**config.mk**
```make
export PLATFORM = sky130hd
export DESIGN_NAME = fetch_unit
export DESIGN_NICKNAME = d
export VERILOG_FILES = /design/src/rtl/fetch_pkg.sv /design/src/rtl/fetch_fifo.sv /design/src/rtl/fetch_unit.sv
export SDC_FILE = /design/constraint.sdc
export NUM_CORES = 1
export LEC_CHECK = 0
export CAP_MARGIN = 20
export CORE_UTILIZATION = 33
export CTS_CLUSTER_SIZE = 20
export DETAILED_ROUTE_END_ITERATION = 10
export PLACE_DENSITY_LB_ADDON = 0.05
export SLEW_MARGIN = 0
export SYNTH_ARGS = -nofsm -noshare
export SYNTH_HDL_FRONTEND = slang
export SYNTH_SLANG_ARGS = --single-unit
```
**constraint.sdc**
```tcl
create_clock -name clock -period 10.8 [get_ports clock]
set_clock_uncertainty 0.05 [all_clocks]
set_input_delay 2.16 -clock clock [delete_from_list [all_inputs] [get_ports clock]]
set_output_delay 2.16 -clock clock [all_outputs]
set_load 0.005 [all_outputs]
```
**src/rtl/fetch_pkg.sv**
```systemverilog
// Shared types and defaults for the instruction-fetch block.
// Latency: n/a (declarations only).
// Backpressure: n/a.
package fetch_pkg;

    localparam int FETCH_ADDR_W  = 12;
    localparam int FETCH_INSTR_W = 32;

    // First fetch address after reset, as seen by the PC block.
    localparam logic [11:0] RESET_PC = 12'd256;

    typedef enum logic [1:0] {
        IDLE  = 2'd0,
        WAIT  = 2'd1,
        DRAIN = 2'd2
    } fetch_state_t;

endpackage

```
**src/rtl/fetch_fifo.sv**
```systemverilog
// Small synchronous FIFO holding fetched {word, pc} entries for the decoder.
// Latency: a pushed entry is visible at head the cycle after the push.
// Backpressure: pop is ignored when empty; push is ignored when full unless popping in the same cycle.
// Ports: clock/resetCPU; push/push_dat; pop; clear (discards all, wins over push/pop);
//        count (occupancy 0..DEPTH); head (oldest entry, zero when empty).
module fetch_fifo #(
    parameter int DEPTH = 2,
    parameter int W     = 44
) (
    input  logic                     clock,
    input  logic                     resetCPU,
    input  logic                     push,
    input  logic [W-1:0]             push_dat,
    input  logic                     pop,
    input  logic                     clear,
    output logic [$clog2(DEPTH):0]   count,
    output logic [W-1:0]             head
);
    localparam int PW = $clog2(DEPTH);
    localparam logic [PW:0] FULL = (PW+1)'(DEPTH);

    logic [W-1:0]  mem [DEPTH];
    logic [PW-1:0] wr_ptr;
    logic [PW-1:0] rd_ptr;
    logic          do_push;
    logic          do_pop;

    assign do_pop  = pop && (count != '0);
    // A full FIFO can still take a push when the head leaves in the same cycle.
    assign do_push = push && ((count != FULL) || do_pop);

    // Pointers wrap naturally because DEPTH is a power of two.
    always_ff @(posedge clock or negedge resetCPU) begin
        if (!resetCPU) begin
            wr_ptr <= '0;
            rd_ptr <= '0;
            count  <= '0;
        end else if (clear) begin
            wr_ptr <= '0;
            rd_ptr <= '0;
            count  <= '0;
        end else begin
            if (do_push) wr_ptr <= wr_ptr + 1'b1;
            if (do_pop)  rd_ptr <= rd_ptr + 1'b1;
            if (do_push && !do_pop)      count <= count + 1'b1;
            else if (do_pop && !do_push) count <= count - 1'b1;
        end
    end

    // Storage needs no reset: head is masked to zero whenever the FIFO is empty.
    always_ff @(posedge clock) begin
        if (do_push && !clear) mem[wr_ptr] <= push_dat;
    end

    assign head = (count != '0) ? mem[rd_ptr] : '0;

endmodule

```
**src/rtl/fetch_unit.sv**
```systemverilog
// Instruction fetch: reads memory at programCounter, buffers words for the decoder, holds the PC via HLT.
// Latency: zero-wait memory gives instr_valid two cycles after the PC is seen in IDLE; one fetch per two cycles.
// Backpressure: no request is issued while the buffer is full; HLT stays high until a word is captured.
// Ports: clock/resetCPU; programCounter in, HLT out; flush in; mem_req/mem_addr out, mem_ack/mem_rdata in;
//        instr_valid/instr/instr_pc out with instr_ready in (pop on valid & ready).
module fetch_unit
    import fetch_pkg::*;
#(
    parameter int ADDR_W  = FETCH_ADDR_W,
    parameter int INSTR_W = FETCH_INSTR_W,
    parameter int DEPTH   = 2
) (
    input  logic               clock,
    input  logic               resetCPU,
    input  logic [ADDR_W-1:0]  programCounter,
    output logic               HLT,
    input  logic               flush,
    output logic               mem_req,
    output logic [ADDR_W-1:0]  mem_addr,
    input  logic               mem_ack,
    input  logic [INSTR_W-1:0] mem_rdata,
    output logic               instr_valid,
    input  logic               instr_ready,
    output logic [INSTR_W-1:0] instr,
    output logic [ADDR_W-1:0]  instr_pc
);
    localparam int CW = $clog2(DEPTH) + 1;

    typedef struct packed {
        logic [INSTR_W-1:0] word;
        logic [ADDR_W-1:0]  pc;
    } entry_t;

    fetch_state_t   state_q;
    fetch_state_t   state_d;
    logic [CW-1:0]  count;
    logic           not_full;
    logic           accept;
    logic           pop;
    entry_t         push_ent;
    entry_t         head_ent;

    assign not_full = (count < CW'(DEPTH));
    assign accept   = (state_q == WAIT) && mem_ack && !flush;
    assign pop      = instr_valid && instr_ready;

    // Release the PC once per captured word, and on every flush so it can load the target.
    // Held high throughout reset regardless of flush.
    assign HLT = !resetCPU || !(accept || flush);

    always_comb begin
        state_d = state_q;
        case (state_q)
            IDLE: begin
                if (!flush && not_full) state_d = WAIT;
            end
            WAIT: begin
                if (mem_ack)    state_d = IDLE;
                else if (flush) state_d = DRAIN;
            end
            DRAIN: begin
                // The word in flight is discarded whenever it arrives; flush has nothing more to do.
                if (mem_ack) state_d = IDLE;
            end
            default: state_d = IDLE;
        endcase
    end

    always_ff @(posedge clock or negedge resetCPU) begin
        if (!resetCPU) begin
            state_q  <= IDLE;
            mem_req  <= 1'b0;
            mem_addr <= '0;
        end else begin
            state_q <= state_d;
            mem_req <= (state_d == WAIT) || (state_d == DRAIN);
            if (state_q == IDLE && state_d == WAIT) mem_addr <= programCounter;
        end
    end

    assign push_ent.word = mem_rdata;
    assign push_ent.pc   = mem_addr;

    fetch_fifo #(
        .DEPTH (DEPTH),
        .W     ($bits(entry_t))
    ) u_fifo (
        .clock    (clock),
        .resetCPU (resetCPU),
        .push     (accept),
        .push_dat (push_ent),
        .pop      (pop),
        .clear    (flush),
        .count    (count),
        .head     (head_ent)
    );

    assign instr_valid = (count != '0);
    assign instr       = head_ent.word;
    assign instr_pc    = head_ent.pc;

endmodule

```
==> results by stage, run 1 <==
STA:
- Timing would allow up to 0.175 GHz.
- The ratio of final minimum period to clock period is 53.1%.
- The final count of negative-setup-slack endpoints is 0.
- For the pin with the worst max-slew slack, the measured transition is 0.988 ns.
- Setup repair after global routing left no endpoint under its margin.
- The number of endpoints with negative hold slack in the final report is 0.
- The final sum of negative setup slack is 0 ns.
- The clock period minus final worst setup slack is 5.73 ns.
- Headroom to the max-slew limit came out at 33.8%.
- The number of pins exceeding their max-slew limit in the final report is 0.

Placement:
- Once detailed placement completed, the half-perimeter wirelength came to 4900 um.
- The count of input and output buffers is 107.
- At the end of routability-driven placement, the weighted congestion stood at 0.697.
- The number of instances in the placed design is 520.

Min path:
- The worst hold path begins at mem_addr[9]$_DFFE_PN0P_.
- The path class of the lowest-slack min-delay path is flip-flop to flip-flop.

Floorplan:
- The number of top-level design ports is 108.
- The die is 114 um wide.
- The starting utilization of the core area is 34.2%.
- The y dimension of the die is 114 um.
- In this run the core area contains 40 standard-cell rows.
- The core outline area is 12100 um^2.
- The die area is 13000 um^2.

Synth:
- The average instance in the mapped netlist occupies 16.6 um^2.
- The dominant synthesized flop cell is edfxtp_1.
- The share of flip-flops with an asynchronous set or reset is 17.8%.
- The sequential fraction of the synthesis area is 75.3%.
- The post-synthesis net count is 300.
- The cell area after synthesis is 4140 um^2.
- After Yosys synthesis, and, or, nand and nor cells account for 6.37% of the synthesized area.
- The synthesized netlist contains 27 unique library cells.
- The number of flops mapped to enable cells by yosys is 88.
- The share of the synthesized area in compound gates (AO/OA/AOI/OAI) is 1.75%.
- The synthesized netlist devotes 0.211% of its cell area to XOR and XNOR gates.
- For this run, the number of Yosys warnings is 0.
- The combinational family with the most area after synthesis is multiplexers.
- Counting every instance in the synthesized netlist gives 250.
- The share of synthesized cell area in full adder, half adder and majority cells is 0.302%.
- The synthesized design contains 107 register bits.
- Of the post-synthesis cell area, the part taken by muxes is 14.1%.

Global route:
- The number of antenna violations at the first check in global routing is 0.
- The via count of the first global-routing pass is 2452.
- The global-route wire length before repair is 12600 um.
- The total routing usage reported by global routing is 13.0%.
- The total congestion overflow after global routing is 0.
- Entering global routing, the biggest net connects 45 pins.

Status:
- The run finished with clean final reports.

Power and ir drop:
- The combinational share of power is 12.2%.
- Across the VDD grid, the largest voltage drop is 0.0731 mV.
- The relative contribution of sequential cells to total power is 53.7%.
- The static leakage power is 0.00190 uW.
- Per report_power, the clock group accounts for 34.1% of the total.
- The design internal power is 714 uW.
- For this design the total switching power over the nets is 212 uW.
- The switching part of the total is 22.9%.
- The total power consumption of the routed design is 926 uW.
- In this run the power density over the cells is 162 nW/um^2.

Final layout:
- The library cell used most frequently in the layout, excluding fill and tap cells, is clkdlybuf4s50_1.
- Leaving out fill and tap cells, the most frequent cells in the layout are clkdlybuf4s50_1 (107), edfxtp_1 (88), nor2_1 (46).
- The relative area change from synthesis to final layout is 37.8%.
- At the end of the flow, the number of nets in the layout was 413.
- The multi-input combinational cells in the finished layout cover a total of 957 um^2.
- The area taken by flip-flops and latches is 3120 um^2.
- Once layout is complete, the cells apart from fillers number 536.
- 0 antenna diodes ended up in the layout.
- The share of cells above drive strength 1 is 10.6%.
- The count of filler cells inserted in the layout is 1106.

Drt:
- After detailed routing, the average wire length per cell comes to 15.0 um.
- Dividing the detail-routed via count by the number of cells gives 4.45.
- The final wirelength is 8020 um.
- Once detail routing completed, the nets flagged for antenna violations numbered 0.
- The DRC violation total after the first TritonRoute iteration is 72.
- The remaining design rule violation count is 0.
- The first-pass iteration count of the detailed router is 4.
- The via count of the routed design is 2387.

Critical path:
- Among all stages on the critical path, the largest delay is contributed by clkdlybuf4s50_1.
- The type of destination of the critical path is a primary output.
- The longest individual stage delay on the worst path is 0.53 ns.
- At the worst endpoint, the required time is 8.59 ns.
- The arrival time at the worst endpoint is 3.52 ns.
- The critical path starts at mem_ack.
- The sort of element at the start of the critical path is an input port.
- The critical path goes through clkdlybuf4s50_1, and3b_1, o21ai_0, clkdlybuf4s50_1.
- The worst setup path is of the input port to primary output kind.
- The startpoint of the lowest-slack register-to-register path is u_fifo.count[1]$_DFFE_PN0P_.
- The number of buffers and inverters on the critical path is 2.
- The most prevalent standard cell on the critical path is clkdlybuf4s50_1.
- Along the worst path, the maximum fanout reaches 4.
- The reg2reg setup slack is 8.38 ns.
- On the critical path the largest part of the delay comes from buffers and inverters.

Run:
- Max-cap violations in this run came to 0.

CTS:
- The later pin in the worst-skew pair is clocked with a latency of 0.34 ns.
- The number of hold buffers added after CTS was 0.
- The number of gates resized after CTS was 0.
- TritonCTS built the clock tree.
- Counting along the longest clock path gives a buffer depth of 2.
- The CTS buffer count is 9.
- The clock-pin slew on the worst setup and hold paths is 0.08 ns.
- CTS built an H-tree with a depth of 3.
- The root buffer cell is clkbuf_16.
- The sink count of the clock tree is 107.
- Post-CTS timing repair inserted 0 buffers for setup.
-- layout make-up --
class                      count  area share, %
sequential                   107           54.6
clock inverter                 7           1.21
tap                          168           3.68
clock buffer                   9           3.95
inverter                       5          0.329
multi-input combinational    128           16.8
timing repair buffer         112           19.4
-- synth_stat cells, types with 2 or more instances --
master / number / share of area [%]
mux2i_1: 45 / 11
buf_4: 5 / 0.91
nand3b_1: 2 / 0.36
o21ai_0: 3 / 0.36
a21oi_1: 2 / 0.24
nand2b_1: 3 / 0.45
buf_2: 5 / 0.60
inv_1: 5 / 0.45
mux2_2: 12 / 3.3
dfrtp_1: 19 / 11
edfxtp_1: 88 / 64
nor2_1: 46 / 4.2
-- per-layer routing --
metal  vias up  track usage [%]  routed length, um
met5         -                0                  0
met4         0             3.64                 87
met3         8             3.93                440
met2        72             22.3               4010
met1      1163             15.7               3490
li1       1144                -                  -
-- flip-flops by register name, indices dropped and copies added, names as in the netlist --
signal and count:
u_fifo.mem 88, mem_addr 12, state_q 2, u_fifo.count 2, mem_req 1, u_fifo.rd_ptr 1, u_fifo.wr_ptr 1
-- per-stage QoR --
step	area (um^2)	worst slack, ns	hold WS (ns)	util, %
4_1_cts	5710	5.07	0.457	47.1
5_1_grt	5710	4.99	0.480	47.1
3_3_place_gp	5410	5.06	0.433	44.7
2_1_floorplan	4140	5.65	0.414	-
3_5_place_dp	5410	5.09	0.435	44.7
6_report	5710	5.07	0.452	47.1
-- logic make-up (layout without fill, tap and decap cells) --
group,after synthesis,count (layout)
buf+inv,15,133
mux,57,57
simple gates,58,58
flops,107,107
xor+xnor,1,1
compound gates,11,11
fa+ha+maj,1,1
-- path summary, 6_finish.rpt --
check | end | depth (start not counted)
hold / removal | u_fifo.mem[1][9]$_DFFE_PP_ | 0
max in group asynchronous | u_fifo.rd_ptr$_DFFE_PN0P_ | 2
setup reg to reg | mem_addr[0]$_DFFE_PN0P_ | 6
hold reg to reg | u_fifo.mem[1][9]$_DFFE_PP_ | 0
setup / recovery | HLT | 4
min in group asynchronous | mem_addr[7]$_DFFE_PN0P_ | 2
-- power groups by stage --
| stage | registers [uW] | logic, uW | clock network (uW) |
|---|---|---|---|
| 5_1_grt | 501 | 123 | 340 |
| 3_5_place_dp | 507 | 114 | 0 |
| 4_1_cts | 498 | 116 | 327 |
| 6_report | 497 | 113 | 316 |
| 2_1_floorplan | 503 | 41.6 | 0 |
| 3_3_place_gp | 506 | 114 | 0 |
No activity file was read; power rests on OpenSTA's default activity.
==> inputs of run 2 (changes only) <==
clock period = 5.36 ns   (was 10.8 ns; I/O delays follow)
==> results by stage, run 2 (synthesis results as in run 1) <==
Drt:
- The antenna violation net count after detailed routing came to 0 (unchanged).
- The wire length the detailed router placed on met1 was 3530 um (+1.1%).
- The DRC violation total after the first TritonRoute iteration is 47 (-35%).
- The number of vias per cell is 4.38 (-1.6%).
- The average wire length per cell after detail routing came to 14.8 um (-1.0%).
- The final wirelength is 7940 um (-1.0%).
- The routed wire length on met3 is 386 um (-12%).
- The first-pass iteration count of the detailed router is 4 (unchanged).
- The met2 routed wirelength came to 3920 um (-2.2%).
- The via count of the routed design was 2350 (-1.6%).
- The highest layer touched by signal routing is met4.
- The remaining design rule violation count is 0 (unchanged).

STA:
- The final sum of negative setup slack is 0 ns (unchanged).
- The clock period minus final worst setup slack is 3.65 ns.
- The slew at the pin closest to its max-slew limit was 0.920 ns (-0.0682 ns).
- The number of pins exceeding their max-slew limit in the final report is 0 (unchanged).
- The highest attainable clock frequency is 0.274 GHz.
- The final count of negative-setup-slack endpoints came to 0 (unchanged).
- Setup repair after global routing left no endpoint under its margin.
- The number of endpoints with negative hold slack in the final report came to 0 (unchanged).
- The ratio of final minimum period to clock period is 68.0%.
- The worst slew margin relative to its limit is 38.4% (+4.6 points).

Final layout:
- The relative area change from synthesis to final layout is 39.4%.
- The largest registers in the layout are u_fifo.mem (88), mem_addr (12).
- The share of cells above drive strength 1 is 10.6% (unchanged).
- The register containing the most flip-flops in the final layout is u_fifo.mem.
- The library cells used most frequently in the layout, excluding fill and tap cells, are clkdlybuf4s50_1 (107), edfxtp_1 (88), nor2_1 (46).
- The flip-flop count of the largest register after layout is 88 (unchanged).
- The total number of nets in the final design is 413 (unchanged).
- The final antenna diode count is 0 (unchanged).
- The count of filler cells inserted in the layout is 1101 (-0.45%).
- The most common library cell in the layout ignoring fill and taps is clkdlybuf4s50_1.

Floorplan:
- The die area is 13000 um^2 (unchanged).
- The floorplan die width is 114 um (unchanged).
- The y dimension of the die is 114 um (unchanged).
- The core outline area is 12100 um^2 (unchanged).
- The starting utilization of the core area is 34.2% (unchanged).
- The number of standard-cell rows in the floorplan was 40 (unchanged).
- The number of top-level design ports is 108 (unchanged).

Critical path:
- The worst setup path is launched from a flip-flop.
- The kind of critical path is flip-flop to primary output.
- The type of destination of the critical path is a primary output.
- The arrival time at the worst endpoint came to 2.52 ns (-1.00 ns).
- The worst path required time is 4.24 ns (-4.35 ns).
- The critical-path maximum fanout is 27 (+23).

CTS:
- The number of buffers added to fix hold violations after cts was 0 (unchanged).
- The sink count of the clock tree came to 107 (unchanged).
- The clock-pin slew on the worst setup and hold paths is 0.07 ns (about the same).
- The root buffer cell is clkbuf_16.
- The number of gates resized after CTS is 0 (unchanged).
- The clock tree from TritonCTS is yes.
- The number of buffers inserted by post-CTS setup repair is 0 (unchanged).
- The insertion delay of the later-clocked pin in the worst-skew pair is 0.34 ns (about the same).
- The maximum number of buffers from clock root to sink is 2 (unchanged).
- The number of H-tree branching levels was 3 (unchanged).
- The CTS buffer count is 9 (unchanged).

Placement:
- The count of input and output buffers is 107 (unchanged).
- The global placer's final weighted congestion came to 0.705 (+1.1%).
- The post-DP HPWL came to 5240 um (+6.8%).

Global route:
- The global-route wire length before repair is 12400 um (-1.1%).
- The number of antenna violations at the first check in global routing is 0 (unchanged).
- The via count of the first global-routing pass is 2313 (-5.7%).
- The largest net degree at the start of global routing was 34 (-24%).
- The total routing usage reported by global routing is 13.0% (+0.014 points).
- The total congestion overflow after global routing is 0 (unchanged).

Power and ir drop:
- The total power consumption of the routed design is 1930 uW (+110%).
- The power per unit of standard cell area came to 334 nW/um^2 (+110%).
- The maximum vdd drop was 0.184 mV (+150%).
- The static leakage power is 0.00193 uW (+1.5%).

Status:
- The flow ran to the end, and the final reports show no timing, DRC or antenna violations.

Min path:
- The path class of the lowest-slack min-delay path is flip-flop to flip-flop.

Run:
- The number of maximum-capacitance constraint violations was 0 (unchanged).
==> run 2: cell count changes in the layout (fill, tap and decap cells not counted), sizes merged <==
| cell | previous run | this run |
|---|---|---|
| clkbuf | 9 | 11 |
| inv | 9 | 7 |
| bufinv | 0 | 1 |
| clkinv | 3 | 2 |
==> run 2: final timing paths <==
check	startpoint	end	slack [ns]	cells after the start
worst min-delay path	mem_addr[9]$_DFFE_PN0P_	u_fifo.mem[0][9]$_DFFE_PP_	0.45	0
min in group asynchronous	resetCPU	mem_addr[7]$_DFFE_PN0P_	1.02	2
worst min register to register	mem_addr[9]$_DFFE_PN0P_	u_fifo.mem[0][9]$_DFFE_PP_	0.45	0
worst max-delay path	u_fifo.rd_ptr$_DFFE_PN0P_	instr[22]	1.71	4
worst max register to register	state_q[1]$_DFF_PN0_	u_fifo.mem[0][23]$_DFFE_PP_	2.86	4
max in group asynchronous	resetCPU	u_fifo.rd_ptr$_DFFE_PN0P_	4.01	2
==> run 2: through the flow <==
step | hold slack (ns) | std cells | util (%) | area [um^2] | setup WS, ns
final | 0.449 | 536 | 47.7 | 5780 | 1.71
after global routing | 0.475 | 536 | 47.7 | 5780 | 1.51
after CTS | 0.457 | 536 | 47.7 | 5780 | 1.63
after detailed placement | 0.435 | 520 | 45.0 | 5450 | 1.61
after global placement | 0.436 | 518 | 44.6 | 5400 | 1.65
after floorplan | 0.414 | 250 | - | 4140 | 1.30
==> run 2: report_power, final <==
group / switching (uW) / total [uW] / internal (uW)
Sequential: 43.1 / 1010 / 964
Combinational: 76.3 / 226 / 149
Clock: 288 / 697 / 408
Total: 408 / 1930 / 1520
==> run 2: worst max-delay path, cell delays in order (launching register included) <==
cell             delay, ns
dfrtp_2               0.92
buf_4                 0.46
mux2i_1               0.13
nor2_1                0.15
clkdlybuf4s50_1       0.52
==> run 2: final cells by class <==
cell class                 count  area, um^2  area share (%)
clock inverter                 5        65.1            1.13
clock buffer                  11         264            4.57
multi-input combinational    128         957            16.6
sequential                   107        3120            54.0
timing repair buffer         112        1140            19.8
tap                          168         210            3.64
inverter                       5        18.8           0.325
==> run 2: layer usage <==
layer	track usage, %	up-vias
met1	16.8	1134
met5	0	-
met2	20.6	62
met4	5.71	0
met3	3.29	8
li1	-	1146
==> inputs of run 3 (changes only) <==
clock period = 3.5 ns   (was 5.36 ns; I/O delays follow)
==> results by stage, run 3 (synthesis results as in run 1) <==
Status:
- The flow ran to the end, and the final reports show no timing, DRC or antenna violations.

Floorplan:
- The number of standard-cell rows in the floorplan is 40 (unchanged).
- The number of top-level design ports was 108 (unchanged).
- The starting utilization of the core area is 34.2% (unchanged).
- The core outline area is 12100 um^2 (unchanged).
- The floorplan die width was 114 um (unchanged).
- The die area is 13000 um^2 (unchanged).
- The y dimension of the die was 114 um (unchanged).

CTS:
- The insertion delay of the later-clocked pin in the worst-skew pair is 0.33 ns (about the same).
- The sink count of the clock tree is 107 (unchanged).
- The CTS buffer count is 9 (unchanged).
- The cell sitting at the root of the clock tree is a clkbuf_16.
- The clock tree from TritonCTS is yes.
- The number of buffers inserted by post-CTS setup repair came to 0 (unchanged).
- The clock-pin slew on the worst setup and hold paths is 0.07 ns (about the same).
- The maximum number of buffers from clock root to sink came to 2 (unchanged).
- The number of H-tree branching levels is 3 (unchanged).
- The number of gates resized after CTS is 0 (unchanged).
- The number of buffers added to fix hold violations after cts was 0 (unchanged).

Final layout:
- The final antenna diode count is 0 (unchanged).
- The area taken by flip-flops and latches was 3120 um^2 (unchanged).
- The share of cells above drive strength 1 is 10.5% (-0.086 points).
- Relative to the synthesized area, the layout overhead comes to 38.5%.
- The total number of nets in the final design was 416 (+0.73%).
- The count of filler cells inserted in the layout is 1113 (+1.1%).
- The combined area of the multi-input logic cells is 957 um^2 (unchanged).
- The top cell types in the final layout, fill and taps aside, are clkdlybuf4s50_1 (107), edfxtp_1 (88), nor2_1 (46).
- The most common library cell in the layout ignoring fill and taps is clkdlybuf4s50_1.
- The register containing the most flip-flops in the final layout is u_fifo.mem.
- The flip-flop count of the largest register after layout was 88 (unchanged).
- The largest registers in the layout are u_fifo.mem (88), mem_addr (12).

Drt:
- The first-pass iteration count of the detailed router is 4 (unchanged).
- The DRC violation total after the first TritonRoute iteration was 70 (+49%).
- The antenna violation net count after detailed routing is 0 (unchanged).
- The via count of the routed design is 2385 (+1.5%).
- The average wire length per cell after detail routing came to 14.7 um (-0.59%).
- The remaining design rule violation count was 0 (unchanged).
- The number of vias per cell is 4.42 (+0.92%).
- The final wirelength came to 7940 um (about the same).

Power and ir drop:
- The power per unit of standard cell area is 486 nW/um^2 (+45%).
- The total power consumption of the routed design is 2790 uW (+44%).
- The maximum vdd drop is 0.278 mV (+50%).
- The static leakage power is 0.00190 uW (-1.2%).

Run:
- The number of maximum-capacitance constraint violations is 0 (unchanged).

Critical path:
- The critical path is of the flip-flop to primary output type.
- STA classifies the critical path endpoint as a primary output.
- The reg2reg setup slack is 1.58 ns (-1.28 ns).
- The critical-path maximum fanout is 21 (-22%).
- The worst path required time is 2.75 ns (-1.49 ns).
- The worst setup path is launched from a flip-flop.
- The arrival time at the worst endpoint came to 2.18 ns (-0.34 ns).

Global route:
- The total congestion overflow after global routing was 0 (unchanged).
- The number of antenna violations at the first check in global routing was 0 (unchanged).
- The total routing usage reported by global routing is 13.0% (+0.062 points).
- The largest net degree at the start of global routing is 45 (+32%).
- The via count of the first global-routing pass was 2431 (+5.1%).
- The global-route wire length before repair is 12500 um (+0.72%).

Placement:
- The global placer's final weighted congestion is 0.709 (+0.61%).
- The pre-CTS setup slack came to 0.713 ns (-0.899 ns).
- The count of input and output buffers is 107 (unchanged).
- The post-DP HPWL is 5080 um (-3.0%).

STA:
- The slew at the pin closest to its max-slew limit is 0.598 ns (-0.322 ns).
- The number of pins exceeding their max-slew limit in the final report was 0 (unchanged).
- The setup slack of the critical path after layout is 0.574 ns (-1.14 ns).
- The hold slack is 0.450 ns (+0.00119 ns).
- The final sum of negative setup slack was 0 ns (unchanged).
- The worst slew margin relative to its limit is 60.1% (+22 points).
- The final count of negative-setup-slack endpoints came to 0 (unchanged).
- The highest attainable clock frequency is 0.342 GHz.
- After layout, the minimum clock period comes to 2.93 ns.
- The number of endpoints with negative hold slack in the final report is 0 (unchanged).
- Setup repair after global routing left no endpoint under its margin.
- After layout, the worst path uses 83.6% of the clock period.

Min path:
- The min-delay analysis places its worst path in the category flip-flop to flip-flop.
## run 3: cell count changes in the layout (fill, tap and decap cells not counted), sizes merged
cell      previous run  this run
buf                  5         8
bufinv               1         0
clkbuf              11        12
clkinvlp             0         1
inv                  7         6
## run 3: final timing paths
path	to	from	depth (start not counted)
min in group asynchronous	mem_addr[8]$_DFFE_PN0P_	resetCPU	2
max in group asynchronous	u_fifo.rd_ptr$_DFFE_PN0P_	resetCPU	2
setup / recovery	instr[30]	u_fifo.count[1]$_DFFE_PN0P_	4
setup reg to reg	mem_addr[9]$_DFFE_PN0P_	u_fifo.count[1]$_DFFE_PN0P_	7
hold reg to reg	u_fifo.mem[1][5]$_DFFE_PP_	mem_addr[5]$_DFFE_PN0P_	0
hold / removal	u_fifo.mem[1][5]$_DFFE_PP_	mem_addr[5]$_DFFE_PN0P_	0
## run 3: stage by stage
| stage | instance area [um^2] | util [%] | cells |
|---|---|---|---|
| CTS | 5740 | 47.4 | 539 |
| finish | 5740 | 47.4 | 539 |
| detailed placement | 5470 | 45.2 | 523 |
| global placement | 5470 | 45.2 | 523 |
| global route | 5740 | 47.4 | 539 |
| floorplan | 4150 | - | 250 |
## run 3: per-layer routing
layer | track usage (%) | routed length (um) | vias up
met5 | 0 | 0 | -
met1 | 16.1 | 3450 | 1160
met3 | 3.72 | 467 | 11
li1 | - | - | 1151
met4 | 5.97 | 129 | 0
met2 | 21.2 | 3890 | 63
## run 3: layout make-up
class | count | share of cell area, %
flip-flops and latches | 107 | 54.4
repair buffers | 115 | 20.4
multi-input cells | 128 | 16.7
clock buffers | 12 | 4.12
well taps | 168 | 3.66
clock inverters | 4 | 0.458
inverters | 5 | 0.327
## run 3: power by group
group	switching [uW]	internal, uW
Clock	412	483
Combinational	122	231
Sequential	60.0	1480
Total	595	2190
## run 3: critical path, stage by stage, from the launching register on
cell and delay, ns:
dfrtp_1 0.45, nor2_4 0.52, buf_4 0.33, nor2_1 0.09, clkdlybuf4s50_1 0.44
